## config.mk

```make
export PLATFORM = sky130hd
export DESIGN_NAME = mem_bus_ctrl
export DESIGN_NICKNAME = d
export VERILOG_FILES = /design/src/rtl/mem_bus_ctrl.sv
export SDC_FILE = /design/constraint.sdc
export NUM_CORES = 1
export LEC_CHECK = 0
export CORE_MARGIN = 8
export CORE_UTILIZATION = 50
export DETAILED_ROUTE_END_ITERATION = 8
export PLACE_DENSITY = 0.88
export SETUP_SLACK_MARGIN = 0.2
export SLEW_MARGIN = 25
export SYNTH_ARGS = -nofsm -noshare
export SYNTH_HDL_FRONTEND = slang
export SYNTH_SLANG_ARGS = --single-unit
```

## constraint.sdc

```tcl
create_clock -name clk -period 2.5 [get_ports clk]
set_clock_uncertainty 0.1 [all_clocks]
set_input_delay 0.5 -clock clk [delete_from_list [all_inputs] [get_ports clk]]
set_output_delay 0.5 -clock clk [all_outputs]
set_load 0.03 [all_outputs]
```

## src/rtl/mem_bus_ctrl.sv

```systemverilog
// rtl/mem_bus_ctrl.sv - 16-bit memory bus sequencer serialising over the 8-bit Arduino byte bus
// Optional handshake timeout with sticky bus_err: define MEM_BUS_TIMEOUT_EN.
`timescale 1ns/1ps
module mem_bus_ctrl #(
    parameter int SYNC_STAGES    = 2,
    parameter int TIMEOUT_CYCLES = 1023
) (
    input  logic        clk,
    input  logic        rst,
    input  logic        fetch_req,
    input  logic [15:0] fetch_addr,
    input  logic        mem_req,
    input  logic        mem_we,
    input  logic [15:0] mem_addr,
    input  logic [15:0] mem_wdata,
    input  logic        ard_data_ready,
    input  logic        ard_receive_ready,
    input  logic [7:0]  in_bus,
    output logic [7:0]  out_bus,
    output logic        bus_strobe,
    output logic        bus_pc,
    output logic        bus_mar,
    output logic        bus_mdr,
    output logic        bus_we,
    output logic        fetch_done,
    output logic [15:0] fetch_data,
    output logic        mem_done,
    output logic [15:0] mem_rdata,
    output logic        busy
`ifdef MEM_BUS_TIMEOUT_EN
    ,
    output logic        bus_err
`endif
);
    typedef enum logic [2:0] {
        IDLE, ADDR_LO, ADDR_HI, WDATA_LO, WDATA_HI, RDATA_LO, RDATA_HI, DONE
    } state_e;

    if (SYNC_STAGES < 2 || TIMEOUT_CYCLES < 1) begin : g_bad_param
        $error("mem_bus_ctrl: SYNC_STAGES must be >= 2 and TIMEOUT_CYCLES >= 1");
    end

    state_e                 state_q, state_d;
    logic                   phase_q, phase_d;
    logic [15:0]            addr_q, addr_d;
    logic [15:0]            wdata_q, wdata_d;
    logic [15:0]            rdata_q, rdata_d;
    logic                   we_q, we_d;
    logic                   fetch_q, fetch_d;
    logic [SYNC_STAGES-1:0] sync_rx_q, sync_tx_q;
    logic                   rdy_rx_q, rdy_tx_q;
    logic                   is_tx, hs_rdy;
`ifdef MEM_BUS_TIMEOUT_EN
    localparam int CW = $clog2(TIMEOUT_CYCLES + 1);
    logic [CW-1:0]          wait_q;
    logic                   abort;
`endif

    function automatic state_e next_byte(input state_e s, input logic we);
        case (s)
            ADDR_LO:  return ADDR_HI;
            ADDR_HI:  return we ? WDATA_LO : RDATA_LO;
            WDATA_LO: return WDATA_HI;
            RDATA_LO: return RDATA_HI;
            default:  return DONE;
        endcase
    endfunction

    // The last two stages must agree before the ready level changes, so a
    // pulse narrower than the synchroniser path never reaches the FSM.
    always_ff @(posedge clk or negedge rst) begin
        if (!rst) begin
            sync_rx_q <= '0;
            sync_tx_q <= '0;
            rdy_rx_q  <= 1'b0;
            rdy_tx_q  <= 1'b0;
        end else begin
            sync_rx_q <= {sync_rx_q[SYNC_STAGES-2:0], ard_data_ready};
            sync_tx_q <= {sync_tx_q[SYNC_STAGES-2:0], ard_receive_ready};
            if (sync_rx_q[SYNC_STAGES-1] == sync_rx_q[SYNC_STAGES-2])
                rdy_rx_q <= sync_rx_q[SYNC_STAGES-1];
            if (sync_tx_q[SYNC_STAGES-1] == sync_tx_q[SYNC_STAGES-2])
                rdy_tx_q <= sync_tx_q[SYNC_STAGES-1];
        end
    end

    always_comb begin
        state_d = state_q;
        phase_d = phase_q;
        addr_d  = addr_q;
        wdata_d = wdata_q;
        rdata_d = rdata_q;
        we_d    = we_q;
        fetch_d = fetch_q;
        is_tx   = state_q inside {ADDR_LO, ADDR_HI, WDATA_LO, WDATA_HI};
        hs_rdy  = is_tx ? rdy_tx_q : rdy_rx_q;
        case (state_q)
            IDLE: begin
                if (mem_req) begin
                    addr_d  = mem_addr;
                    wdata_d = mem_wdata;
                    we_d    = mem_we;
                    fetch_d = 1'b0;
                    state_d = ADDR_LO;
                    phase_d = 1'b0;
                end else if (fetch_req) begin
                    addr_d  = fetch_addr;
                    we_d    = 1'b0;
                    fetch_d = 1'b1;
                    state_d = ADDR_LO;
                    phase_d = 1'b0;
                end
            end
            DONE: state_d = IDLE;
            default: begin
                if (!phase_q) begin
                    if (hs_rdy) begin
                        phase_d = 1'b1;
                        if (state_q == RDATA_LO) rdata_d[7:0]  = in_bus;
                        if (state_q == RDATA_HI) rdata_d[15:8] = in_bus;
                    end
                end else if (!hs_rdy) begin
                    phase_d = 1'b0;
                    state_d = next_byte(state_q, we_q);
                end
            end
        endcase
`ifdef MEM_BUS_TIMEOUT_EN
        abort = (state_q != IDLE) && (state_d == state_q) && (phase_d == phase_q)
                && (wait_q == CW'(TIMEOUT_CYCLES - 1));
        if (abort) begin
            state_d = IDLE;
            phase_d = 1'b0;
        end
`endif
    end

    // Outputs are registered from the next state so they line up with state_q.
    always_ff @(posedge clk or negedge rst) begin
        if (!rst) begin
            state_q    <= IDLE;
            phase_q    <= 1'b0;
            addr_q     <= '0;
            wdata_q    <= '0;
            rdata_q    <= '0;
            we_q       <= 1'b0;
            fetch_q    <= 1'b0;
            out_bus    <= '0;
            bus_strobe <= 1'b0;
            bus_pc     <= 1'b0;
            bus_mar    <= 1'b0;
            bus_mdr    <= 1'b0;
            bus_we     <= 1'b0;
            fetch_done <= 1'b0;
            fetch_data <= '0;
            mem_done   <= 1'b0;
            mem_rdata  <= '0;
            busy       <= 1'b0;
`ifdef MEM_BUS_TIMEOUT_EN
            wait_q     <= '0;
            bus_err    <= 1'b0;
`endif
        end else begin
            state_q <= state_d;
            phase_q <= phase_d;
            addr_q  <= addr_d;
            wdata_q <= wdata_d;
            rdata_q <= rdata_d;
            we_q    <= we_d;
            fetch_q <= fetch_d;
            case (state_d)
                ADDR_LO:  out_bus <= addr_d[7:0];
                ADDR_HI:  out_bus <= addr_d[15:8];
                WDATA_LO: out_bus <= wdata_d[7:0];
                WDATA_HI: out_bus <= wdata_d[15:8];
                default:  out_bus <= '0;
            endcase
            if (state_d inside {ADDR_LO, ADDR_HI, WDATA_LO, WDATA_HI})
                bus_strobe <= !phase_d;
            else if (state_d inside {RDATA_LO, RDATA_HI})
                bus_strobe <= phase_d;
            else
                bus_strobe <= 1'b0;
            bus_pc     <= (state_d inside {ADDR_LO, ADDR_HI}) && fetch_d;
            bus_mar    <= (state_d inside {ADDR_LO, ADDR_HI}) && !fetch_d;
            bus_mdr    <= state_d inside {WDATA_LO, WDATA_HI, RDATA_LO, RDATA_HI};
            bus_we     <= (state_d != IDLE) && we_d;
            busy       <= state_d != IDLE;
            fetch_done <= (state_d == DONE) && fetch_d;
            mem_done   <= (state_d == DONE) && !fetch_d;
            if (state_d == DONE && fetch_d)
                fetch_data <= rdata_d;
            if (state_d == DONE && !fetch_d && !we_d)
                mem_rdata <= rdata_d;
`ifdef MEM_BUS_TIMEOUT_EN
            if (state_q == IDLE || state_d != state_q || phase_d != phase_q)
                wait_q <= '0;
            else
                wait_q <= wait_q + 1'b1;
            if (abort)
                bus_err <= 1'b1;
`endif
        end
    end
endmodule

```

Yosys cells after proc, flatten, opt, wreduce, memory -nomap -nowiden
Index checks and enable logic that the tools add are counted.
- input port bits: 63
- flip-flop bits (word level): 108
- output and inout bits: 48
- word-level logic and storage cells: 86
- reductions and logical operators: 17
- multiplexer cells: 31
- eq/ne operators: 16
- operator list (kind ; number):
    $mux W16 ; 8
    $pmux W8 S4 ; 1
    $eq A3 B3 Y1 const B ; 8
    $mux W8 ; 2
    $mux W3 ; 5
    $eq A3 B2 Y1 const B ; 4
    $mux W1 ; 12
    $pmux W3 S4 ; 1
    $reduce_bool A4 Y1 ; 3
    $eq A3 B1 Y1 const B ; 2
    $logic_and A1 B1 Y1 ; 6
    $pmux W3 S2 ; 1
    $reduce_bool A2 Y1 ; 2
    $logic_not A1 Y1 ; 3
    $logic_not A3 Y1 ; 1
    $reduce_bool A3 Y1 ; 1
    $eq A1 B1 Y1 ; 2
    $pmux W1 S2 ; 1
    $reduce_or A2 Y1 ; 1

Longest topological paths before layout
- depth after elaboration: 10
- depth in mapped cells: 10
- mapped depth without buffers: 6

Worst setup path after synthesis
Ideal clock, no wire load.
- path type: reg-to-reg
- start point: register state_q[2]
- end point: register mem_rdata[10]
- required time: 2275 ps
- cell stages (with the launch flop): 11
- arrival time: 1952 ps
- library setup time: 125 ps
- setup slack: 322 ps
- clock period less this slack: 2178 ps
- path buffers: 4
- cells stage by stage: dfrtp_1 -> buf_6 -> or4b_1 -> buf_2 -> o21ai_2 -> inv_2 -> nor2_4 -> nand2b_1 -> buf_6 -> buf_6 -> mux2_4
- elaborated cells between the ends (all ways): 28
- those cells by class: eq/ne: 8; mux: 13; reduce/logical: 7
- RTL lines (what ; line ; text):
    start, declared ; 43 ; state_e state_q, state_d;
    start signal, assigned ; 164 ; state_q <= state_d;
    $logic_not A3 Y1 ; 97 ; case (state_q)
    $mux W1 ; 97 ;
    named net fetch_d ; 49 ; logic fetch_q, fetch_d;
    $logic_not A1 Y1 ; 193 ; if (state_d == DONE && !fetch_d && !we_d)
    $logic_and A1 B1 Y1 (2 in a row) ; 193 ;
    end signal, assigned ; 194 ; mem_rdata <= rdata_d;
    end, declared ; 28 ; output logic [15:0] mem_rdata,
The timed path passes the listed nets, and every way through them passes these cells.
A chain may end at the register's enable or synchronous reset.

Final worst setup path
- start point: input port mem_req
- end point: register out_bus[1]
- word-level cells in the longest chain between the ends: 4
- elaborated cells between the ends (all ways): 11
- those cells by class: eq/ne: 4; mux: 7
- RTL lines (what ; line ; text):
    start, declared ; 12 ; input logic mem_req,
    $mux W3 ; 99 ; if (mem_req) begin
    $pmux W3 S2 ; 97 ;
    $eq A3 B3 Y1 (tied with other cells) ; 171 ; case (state_d)
    $pmux W8 S4 (*) ; 171 ;
    end signal, assigned ; 172 ; ADDR_LO: out_bus <= addr_d[7:0];
    end signal, assigned ; 173 ; ADDR_HI: out_bus <= addr_d[15:8];
    end signal, assigned ; 174 ; WDATA_LO: out_bus <= wdata_d[7:0];
    end, declared ; 19 ; output logic [7:0] out_bus,
Mark *: on every way between the ends. The rest lies on a longest branch, timed or not.

==> results.cfg <==
[cells_and_area]
antennaDiodeCount = 0
final_core_utilization_pct = 68.8
final_nets = 562
layout.cells.most_common = clkdlybuf4s50_1
final_layout_size_suffix_gt1_share_pct = 23.4
signed_area_change_from_the_synthesized_netlist_to_the_final_layout_pct = 34.8
layout.area.seq_um2 = 2700
multi_input_area_um2 = 1840
mostFrequentLayoutCells = clkdlybuf4s50_1 (109), dfrtp_1 (108), mux2_2 (49)
num-fill-cells = 633

[worst_setup_path]
crit_type = in2reg
reg2reg_setup_slack_ps = 330
setup.worst_path.start = mem_req
worstRegToRegCells = 6
worst-path-buf-inv = 2
timing.critical_path.max_delay_family = simple AND/OR/NAND/NOR gates
cp_slowest_stage_delay_ps = 510
timing.critical_path.fanout_max = 39
regToRegStartpoint = state_q[1]
critPathArrivalTime_ps = 2390
worst-endpoint-required_ps = 2630
cp_slowest_cell = or4b_4
worstSetupEndpointType = register
crit_path_cell_trace = clkdlybuf4s50_1 -> or4b_4 -> buf_8 -> or2_2 -> o221ai_1 -> o32a_1 -> o211ai_1
worst-path-stages = 7
worstSetupEndpoint = out_bus[1]
r2r-end = fetch_data[4]
crit_path_start_kind = primary input

[route]
vias_per_cell = 5.66
drt_iter0_drc = 195
vias = 3483
iteration_count_of_the_initial_detailed_routing_pass = 5
remaining_drc_errors = 0
drt.antenna.violating_nets = 0
routed_wl_um = 11900
routedWlPerCell_um = 19.4

[clocking]
clockBufferDepth = 2
tritoncts = yes
clock_insertion_delay_worst_skew_ps = 380
cts.sink_count = 108
cts_post_setup_buffers_inserted = 0
cts.root.buffer_cell = clkbuf_8
cts_made_buffers = 9
clkSlewWorstSetupHoldPaths_ps = 110
htree_num_levels = 3

[timing]
rsz0062_at_grt = yes
final_min_period_over_clock_period_pct = 90.4
timing.final.ws_setup_ps = 240
timing.final.max_slew_violations = 0
hold_viol = 0
max_freq_mhz = 442
timing.final.crit_period_ps = 2260
final-setup-viol-count = 0
max-slew-margin-rel_pct = 59.9
worst-slew-pin-transition_ps = 600

[synth]
post_synth_inst_count = 377
postSynthRegisterBits = 108
synth.mux.area_fraction_pct = 17.4
synth.yosys.warnings = 0
synth_cell_type_count = 46
seq_area_frac_synth_pct = 57.8
synth_enable_flop_cells = 0
syn_nets = 440
compound_gate_fraction_of_synth_area_pct = 11.4
synth.top_cells.by_area = dfrtp_1 (58%), mux2_2 (12%), nor2_1 (3.4%), mux2_4 (3.2%), o22ai_1 (2.4%)
synth-async-reset-ratio_pct = 100
post_synth_and_or_nand_nor_area_fraction_pct = 9.21
yosys.area_share.adder_pct = 0.428
dominant_combinational_cell_family_by_area_after_synthesis = multiplexers
post-synth-top-area-fraction_pct = 57.8
mappedNetlistArea_um2 = 4670
netlist.top_cell.by_area = dfrtp_1
avgSynthCellArea_um2 = 12.4
synth_xor_area_share_pct = 0
synth_flop_cell = dfrtp_1

[floorplanning]
die_w_um = 113
placementRows = 35
placeableCoreArea_um2 = 9150
die_area_um2 = 12700
die-height_um = 113
floorplan.initialDensity_pct = 51.0
boundaryPins = 111

[grt]
via_count_of_the_first_global_routing_pass = 3730
overflow = 0
grt_antenna_before_repair = 0
grt_max_degree = 67
grt_use_total_pct = 19.1
grt_pass1_wl_um = 19100

[pwr]
power_density_over_the_cells_nw_per_um2 = 1150
static-leakage-power_nw = 2.80
max-vdd-ir-drop_v = 0.000821

[job]
drv_cap = 0

[place]
routability_congestion_estimate = 0.799
detailed_place_hpwl_um = 8700
buffer_ports.inserted = 110
detailedPlace.worstSlack_ps = -273

[min_path]
min_from = sync_rx_q[0]
hold_path.class = reg2reg

[outcome]
outcome = complete, no violations
-- worst min-delay path by stage --
stage	to	slack [ps]	depth (start not counted)
4_1_cts	sync_tx_q[1]	290	0
3_3_place_gp	sync_rx_q[1]	260	0
2_1_floorplan	addr_q[0]	100	0
6_report	sync_rx_q[1]	290	0
5_1_grt	sync_rx_q[1]	310	0
3_5_place_dp	sync_tx_q[1]	270	0
-- what timing repair did --
| action | 4_1_cts | 5_1_grt |
|---|---|---|
| pin swaps | 0 | 0 |
| endpoints found under the setup margin | 17 | 41 |
| resized for setup | 4 | 12 |
| endpoints found under the hold margin | 27 | 0 |
| hold buffers | 1 | 0 |
-- layout make-up --
class | count | share of cell area, %
clock buffers | 9 | 1.97
flip-flops and latches | 108 | 42.9
inverters | 14 | 0.834
multi-input cells | 231 | 29.2
well taps | 111 | 2.21
repair buffers | 135 | 21.7
clock inverters | 7 | 1.23
-- registers in the layout, indices dropped and copies added (netlist names), 2 cells and up --
name        count
addr_q         16
fetch_data     16
mem_rdata      16
out_bus         8
rdata_q        16
state_q         3
sync_rx_q       2
sync_tx_q       2
wdata_q        16
-- metrics by stage --
step                setup TNS (ps)  area (um2)  power, mW  std cells  hold WS (ps)
CTS                              0        6240       7.20        615           291
global route                     0        6300       7.65        615           307
global placement             -4060        6020       5.94        598           264
finish                           0        6300       7.23        615           291
detailed placement           -4660        6020       6.12        598           266
floorplan                        0        4670       4.86        377           104
-- where the power goes --
part	internal [mW]	switching (mW)
clock	0.395	0.652
combinational	1.61	1.90
sequential	2.40	0.267
total	4.41	2.82
-- synth_stat cells, types with 9 or more instances --
| library cell | instances |
|---|---|
| mux2_4 | 10 |
| inv_1 | 12 |
| dfrtp_1 | 108 |
| nand3_1 | 11 |
| mux2i_1 | 11 |
| mux2_2 | 49 |
| buf_2 | 9 |
| o211ai_1 | 9 |
| nor2_1 | 42 |
| o22ai_1 | 18 |
| clkbuf_1 | 11 |
-- cells by family after synthesis --
logic type | after synthesis
AOI/OAI and AO/OA | 72
adders and majority gates | 2
DFF | 108
buffers and inverters | 38
muxes | 70
and+or+nand+nor | 87
-- per-layer routing --
layer / up-vias / GRT usage [%] / part of all wire, %
met1: 1747 / 22.1 / 40
met5: - / 0 / 0
met2: 116 / 32.5 / 51
li1: 1605 / - / -
met3: 15 / 6.92 / 7.8
met4: 0 / 5.13 / 1.3
No activity file was read; power rests on OpenSTA's default activity.
